`config.mk`:
```
export PLATFORM = sky130hd
export DESIGN_NAME = mem_responder
export DESIGN_NICKNAME = d
export VERILOG_FILES = /design/src/rtl/mem_responder.sv
export SDC_FILE = /design/constraint.sdc
export NUM_CORES = 2
export LEC_CHECK = 0
export BUFFER_PORTS_ARGS = -buffer_cell sky130_fd_sc_hd__buf_2
export CAP_MARGIN = 40
export CORE_UTILIZATION = 41
export CTS_BUF_LIST = sky130_fd_sc_hd__clkbuf_4 sky130_fd_sc_hd__clkbuf_8
export CTS_CLUSTER_SIZE = 30
export DETAILED_ROUTE_END_ITERATION = 8
export GPL_TIMING_DRIVEN = 0
export PLACE_DENSITY = 0.56
export SLEW_MARGIN = 10
export SYNTH_ARGS = -nofsm -noshare
export SYNTH_HDL_FRONTEND = slang
export SYNTH_SLANG_ARGS = --single-unit
```
`constraint.sdc`:
```
create_clock -name clk -period 4.7 [get_ports clk]
set_input_delay 0.235 -clock clk [delete_from_list [all_inputs] [get_ports clk]]
set_output_delay 0.235 -clock clk [all_outputs]
set_load 0.02 [all_outputs]
```
`src/rtl/mem_responder.sv`:
```
// Word-addressed 16-bit memory responder with a programmable number of wait states.
// Misaligned or out-of-range accesses complete with err=1, perform no write and return zero data.
module mem_responder #(
  parameter int DEPTH = 256,
  parameter int WAIT  = 2
) (
  input  logic        clk,
  input  logic        reset,
  input  logic        req,
  input  logic        we,
  input  logic [15:0] addr,
  input  logic [15:0] writedata,
  output logic [15:0] readdata,
  output logic        ready,
  output logic        busy,
  output logic        err
);

  // state  | meaning
  // IDLE   | waiting for req; ready/err pulse of the previous access is shown here
  // WAITST | counting down wait states for the latched access
  // RESP   | performs the array access; ready/err register on the way back to IDLE
  typedef enum logic [1:0] {
    IDLE   = 2'd0,
    WAITST = 2'd1,
    RESP   = 2'd2
  } state_t;

  localparam int          IW      = (DEPTH > 1) ? $clog2(DEPTH) : 1;
  localparam logic [31:0] DEPTH_U = 32'(DEPTH);
  localparam logic [3:0]  WAIT_M1 = 4'(WAIT - 1);

  state_t      state_q, state_d;
  logic [3:0]  cnt_q, cnt_d;
  logic        we_q, we_d;
  logic [15:0] addr_q, addr_d;
  logic [15:0] wdata_q, wdata_d;
  logic [15:0] rdata_q, rdata_d;
  logic        ready_q, ready_d;
  logic        err_q, err_d;
  logic        busy_q, busy_d;

  logic [15:0] mem [DEPTH];

  logic          access_ok;
  logic [IW-1:0] idx;

  assign access_ok = ~addr_q[0] && ({17'd0, addr_q[15:1]} < DEPTH_U);
  assign idx       = addr_q[IW:1];

  always_comb begin
    state_d = state_q;
    cnt_d   = cnt_q;
    we_d    = we_q;
    addr_d  = addr_q;
    wdata_d = wdata_q;
    rdata_d = rdata_q;
    ready_d = 1'b0;
    err_d   = 1'b0;
    busy_d  = busy_q;
    case (state_q)
      IDLE: begin
        if (req) begin
          we_d    = we;
          addr_d  = addr;
          wdata_d = writedata;
          busy_d  = 1'b1;
          if (WAIT > 0) begin
            state_d = WAITST;
            cnt_d   = WAIT_M1;
          end else begin
            state_d = RESP;
          end
        end
      end
      WAITST: begin
        if (cnt_q == 4'd0) begin
          state_d = RESP;
        end else begin
          cnt_d = cnt_q - 4'd1;
        end
      end
      RESP: begin
        ready_d = 1'b1;
        busy_d  = 1'b0;
        cnt_d   = 4'd0;
        state_d = IDLE;
        if (!access_ok) begin
          err_d   = 1'b1;
          rdata_d = 16'h0000;
        end else if (!we_q) begin
          rdata_d = mem[idx];
        end
      end
      default: begin
        state_d = IDLE;
        busy_d  = 1'b0;
      end
    endcase
  end

  always_ff @(posedge clk or negedge reset) begin
    if (!reset) begin
      state_q <= IDLE;
      cnt_q   <= 4'd0;
      we_q    <= 1'b0;
      addr_q  <= 16'h0000;
      wdata_q <= 16'h0000;
      rdata_q <= 16'h0000;
      ready_q <= 1'b0;
      err_q   <= 1'b0;
      busy_q  <= 1'b0;
    end else begin
      state_q <= state_d;
      cnt_q   <= cnt_d;
      we_q    <= we_d;
      addr_q  <= addr_d;
      wdata_q <= wdata_d;
      rdata_q <= rdata_d;
      ready_q <= ready_d;
      err_q   <= err_d;
      busy_q  <= busy_d;
    end
  end

  // Array has no reset; an asynchronous reset drops state_q to IDLE, which cancels any pending write.
  always_ff @(posedge clk) begin
    if (state_q == RESP && access_ok && we_q) begin
      mem[idx] <= wdata_q;
    end
  end

  assign readdata = rdata_q;
  assign ready    = ready_q;
  assign busy     = busy_q;
  assign err      = err_q;

endmodule

```
### Yosys cells after proc, flatten, opt, wreduce, memory -nomap -nowiden

Memory sizes are Yosys's and may differ from the RTL's.
Cells that the tools add are included.

* bitwise logic cells: 2
* equality and inequality tests: 6
* mux-type cells: 15
* $add $sub $neg: 1
* $lt $le $gt $ge: 1
* reduce and logical (&&, ||, !) cells: 11

Operators with widths (count)
* 16-bit 2-to-1 mux: 2
* 15-bit by 9-bit less-than comparator with 1-bit output (second input constant): 1
* 4-bit one-hot mux with 3 select lines: 1
* 4-bit 2-to-1 mux: 2
* 2-bit != test (second input constant): 4
* 2-bit AND reduction: 4
* 1-bit 2-to-1 mux: 6
* 4-bit logical NOT: 1
* 2-bit 2-to-1 mux: 2
* 2-bit one-hot mux with 2 select lines: 1
* 4-bit by 1-bit subtractor with 4-bit output (second input constant): 1
* 1-bit logical AND: 3
* 3-bit AND reduction: 1
* 3-bit nonzero test: 1
* 2-bit by 1-bit == test with 1-bit output (second input constant): 1
* 2-bit == test (second input constant): 1
* 2-bit logical NOT: 1
* 1-bit NOT: 2
* 1-bit one-hot mux with 2 select lines: 1

* bits of input ports: 36
* memory bits (writable): 4096
* flip-flop bits (word level): 58
* word-level logic and storage cells: 46
* memories kept: 1

Memory list
* mem: words 256, width 16, read ports 1, clocked after memory_dff 0, write ports 1, line 43 `logic [15:0] mem [DEPTH];`

### Longest topological paths before layout

* depth in word-level cells: 6
* depth in mapped cells: 11
* depth with buffers taken out: 8

### Worst setup path before layout

OpenSTA, ideal clock, no wires.

* kind: register to register
* start: register wdata_q[0]
* end: memory mem[0][0], data pin
* cell stages (with the launch flop): 1
* arrival: 3.179 ns
* buffers on the path: 0
* slack: 0.718 ns
* cells stage by stage: dfrtp_1

RTL lines
* from (decl): line 37 `logic [15:0] wdata_q, wdata_d;`
* from (signal assigned): line 118 `wdata_q <= wdata_d;`
* to (decl): line 43

No word-level cell before the write port.

### Final worst setup path

* start: register addr_q[6]
* end: memory mem[6][7], enable pin

* cells in the longest elaborated chain, start to end: 6

Ends and longest elaborated chain
* from (decl): line 36 `logic [15:0] addr_q, addr_d;`
* from (signal assigned): line 117 `addr_q <= addr_d;`
* 15-bit by 9-bit less-than comparator with 1-bit output: line 48 `assign access_ok = ~addr_q[0] && ({17'd0, addr_q[15:1]} < DEPTH_U);`
* 1-bit logical AND: line 48
* 1-bit logical AND (2 in series): line 128 `if (state_q == RESP && access_ok && we_q) begin`
* 1-bit 2-to-1 mux: line 128
* 1-bit 2-to-1 mux (implied by the code): line 129 `mem[idx] <= wdata_q;`

Parallel ways exist; a longest one is shown, timed or not.

==> run metrics <==
shortest clock period the worst path allows after layout=4.889 ns; detail-routed net length per standard cell=about 36 um; start-to-end type of the worst setup path=reg2reg; most frequent standard cell in the layout excluding fill and tap cells=edfxtp_1; largest driver fanout on the critical path=13; aggregate global-route resource usage=26.12%; final worst setup slack=-0.1892 ns; arrival time of the worst setup path=slightly below 6 ns; cell area after placement=174500 um^2; residual DRC count=18; share of the yosys chip area belonging to registers=between 70% and 80%; Core Footprint=between 300000 and 400000 um^2; Worst Hold Class=in2reg; number of buffers created by CTS=663; critical path required time=5.69 ns; area leader, netlist=edfxtp_1; number of setup violations in the final report=588; Mapped Area=about 160000 um^2; NetSw=45.60 mW; first-pass GRT wire length=702500 um; net count of the finished layout=8912; Syn Area/Cell=20.96 um^2; failing checks=DRC, setup timing; final number of hold-violating endpoints=0; Pwr Density=643.1 nW/um^2; Antenna Violating Nets Remaining=0; register share of total power=39.2%; maximum ir drop on the vdd rail=0.3808 mV; total of max-cap violations=0; number of buffers between clock root and the deepest sink=4; first drt pass iteration count=8; internal portion of total power=75.53 mW; Fill cells=32070; number of DRC violations after detailed-routing iteration 0=roughly 12000; flop and latch count out of synthesis=4154; post-synth cell types=between 60 and 70; level count of the clock H-tree=6; Gate Count Post-Synth=about 7600; layout cells sized above 1=30.99%; number of warnings issued by yosys=0; vias after detailed routing=86460; Max Clock Skew=0.07574 ns; die width=627.3 um; unrepaired setup endpoints after global routing=yes; Overflow after GRT=0; Critical Path Source Type=register; crit path capture type=register; largest net degree at the start of global routing=77; via count of the first global-routing pass=85610; Post-synth top flop=edfxtp_1; via/cell ratio=5.919; part of the power in combinational logic=35.8%; Peak Freq=just over 200 MHz; share of the clock period used by the worst path after layout=104.0%; number of antenna violations at the first check in global routing=43; pins over their slew limit=0; final RePlAce weighted congestion=0.9781; full die area=393500 um^2; share of Yosys cell area claimed by the top area cell type=76.73%; normalized max-slew margin=between 20% and 30%; sink count of the clock tree=4154; final instance area=188400 um^2; clock-pin slew of the registers on the worst-case setup and hold paths=roughly 0.07 ns; post-route non-filler standard cell count=between 10000 and 15000; quantity of I/O buffers inserted on ports=54; latest clock arrival within the worst-skew pair=1.28 ns; placed wire-length estimate after detailed placement=365400 um; # IOs=55; buffer cell driving the clock tree root=clkbuf_8; floorplan row count=229; Clk pwr share=25.0%; cell types occupying the most area after synthesis=edfxtp_1, mux4_2, mux2i_1, a22oi_1, dfrtp_1; Inst Count DP=13320; count of flip-flops with a built-in enable after synthesis=4096; outcome=complete, but fails checks; CTS tree=done; height of the die=about 630 um; static leakage power=61.11 nW; worst-margin pin slew=1.104 ns; detailed-route wire length=520900 um; starting utilization of the core area=41.20%; Post-Syn Nets=7688; commonest cells after routing, fill and taps aside=edfxtp_1, mux4_2, clkbuf_8; switching share of power=37.65%; fraction of registers with async set or reset after synthesis=between 1 and 1.5%; area overhead of the layout relative to synthesis=17.51%
[kinds of logic after synthesis]
kind of cell	after synthesis	share of synthesized area (%)
flip-flops	4154	77.64
multiplexers	1440	14.80
AO/OA/AOI/OAI	828	3.729
AND/OR/NAND/NOR	747	2.151
buffers and inverters	475	1.651
adder cells (fa/ha/maj)	4	0.03122
[power by group through the flow]
stage | Clock, mW | Sequential (mW) | Combinational (mW)
after CTS | 30.6 | 47.5 | 42.7
after detailed placement | 0 | 48.2 | 42.4
after global placement | 0 | 51.2 | 33.4
after global routing | 32.1 | 47.5 | 43.9
final | 30.3 | 47.5 | 43.4
after floorplan | 0 | 51.2 | 18.3
[path summary, 6_finish.rpt]
path / startpoint / to / slack (ns) / depth (start not counted)
min in group asynchronous: reset / wdata_q[3]$_DFFE_PN0P_ / 0.63 / 4
hold reg to reg: busy$_DFFE_PN0P_ / busy$_DFFE_PN0P_ / 0.49 / 2
hold / removal: addr[13] / addr_q[13]$_DFFE_PN0P_ / 0.30 / 4
setup reg to reg: addr_q[6]$_DFFE_PN0P_ / mem[6][7]$_DFFE_PP_ / -0.19 / 10
max in group asynchronous: reset / wdata_q[10]$_DFFE_PN0P_ / 3.15 / 5
setup / recovery: addr_q[6]$_DFFE_PN0P_ / mem[6][7]$_DFFE_PP_ / -0.19 / 10
[routing by layer]
layer | up-vias | track usage (%) | routed length, um
li1 | 34650 | - | -
met1 | 45800 | 35.47 | 203900
met2 | 4980 | 39.89 | 237100
met3 | 1009 | 6.174 | 51950
met4 | 16 | 12.32 | 27920
met5 | - | 0 | 109
[through the flow]
stage               setup slack (ns)  utilization [%]  hold WS [ns]  TNS (ns)  power (mW)
global placement              -4.862            42.94        0.4700         -       84.60
global route                -0.04365            48.41        0.2468    -1.218       123.5
detailed placement            -1.028            44.85       0.09353   -872.62       90.64
floorplan                     0.7177                -      -0.06059         0       69.45
CTS                         0.001184            48.38        0.1791         0       120.7
finish                       -0.1892            48.41        0.2961    -39.93       121.1
[Yosys cell counts, types with 5 or more instances]
master and n:
and3_1 50, buf_1 14, a2111oi_0 9, o22a_1 16, a21o_1 17, a21oi_1 122
o31ai_1 31, nor2b_1 10, a221oi_1 31, a31o_2 16, o311ai_1 15, buf_6 48
nor3_1 16, o22ai_1 50, buf_2 159, a31oi_1 32, edfxtp_1 4096, and3b_1 5
mux4_2 741, a22o_1 48, nand3_1 92, nor2_1 348, and2_1 7, o2111ai_1 16
clkbuf_1 164, o221ai_1 30, nand4_1 64, o21ai_0 39, nand2_1 114, buf_4 80
a22oi_1 251, nor4_1 19, dfrtp_1 58, o21ai_1 12, a211oi_1 31, a2111oi_2 6
mux2i_1 664, inv_1 7, o211ai_1 46, mux2_2 35
[final cells by class]
class / count / area, um^2 / share of cell area (%)
Timing Repair Buffer: 561 / 7854 / 4.169
Inverter: 9 / 33.78 / 0.01793
Multi-Input combinational cell: 3019 / 34060 / 18.08
Clock inverter: 278 / 1643 / 0.8721
Antenna cell: 15 / 37.54 / 0.01993
Buffer: 464 / 2668 / 1.416
Sequential cell: 4154 / 124500 / 66.10
Tap cell: 5197 / 6502 / 3.452
Clock buffer: 909 / 11070 / 5.874
[repair_timing]
action                                  in CTS  in global routing
resized for setup                           46                 10
endpoints found under the hold margin       98                  0
hold buffers                                74                  0
buffers inserted                             6                  0
pin swaps                                    4                  0
endpoints found under the setup margin    2361                122
cloned                                       0                  0
[registers in the layout (all words and copies together), names as in the netlist]
| signal | cells |
|---|---|
| busy | 1 |
| readdata | 16 |
| cnt_q | 4 |
| we_q | 1 |
| state_q | 2 |
| addr_q | 16 |
| ready | 1 |
| mem | 4096 |
| err | 1 |
| wdata_q | 16 |
[worst max-delay path, stage by stage (launching register included)]
cell	delay (ns)
dfrtp_1	0.67
buf_2	0.51
buf_4	0.37
buf_2	0.45
buf_2	0.46
nor2_1	0.24
buf_6	0.25
nand2_1	0.31
clkdlybuf4s15_1	0.74
nor2_2	0.29
buf_8	0.25
No activity file was read; power rests on OpenSTA's default activity.
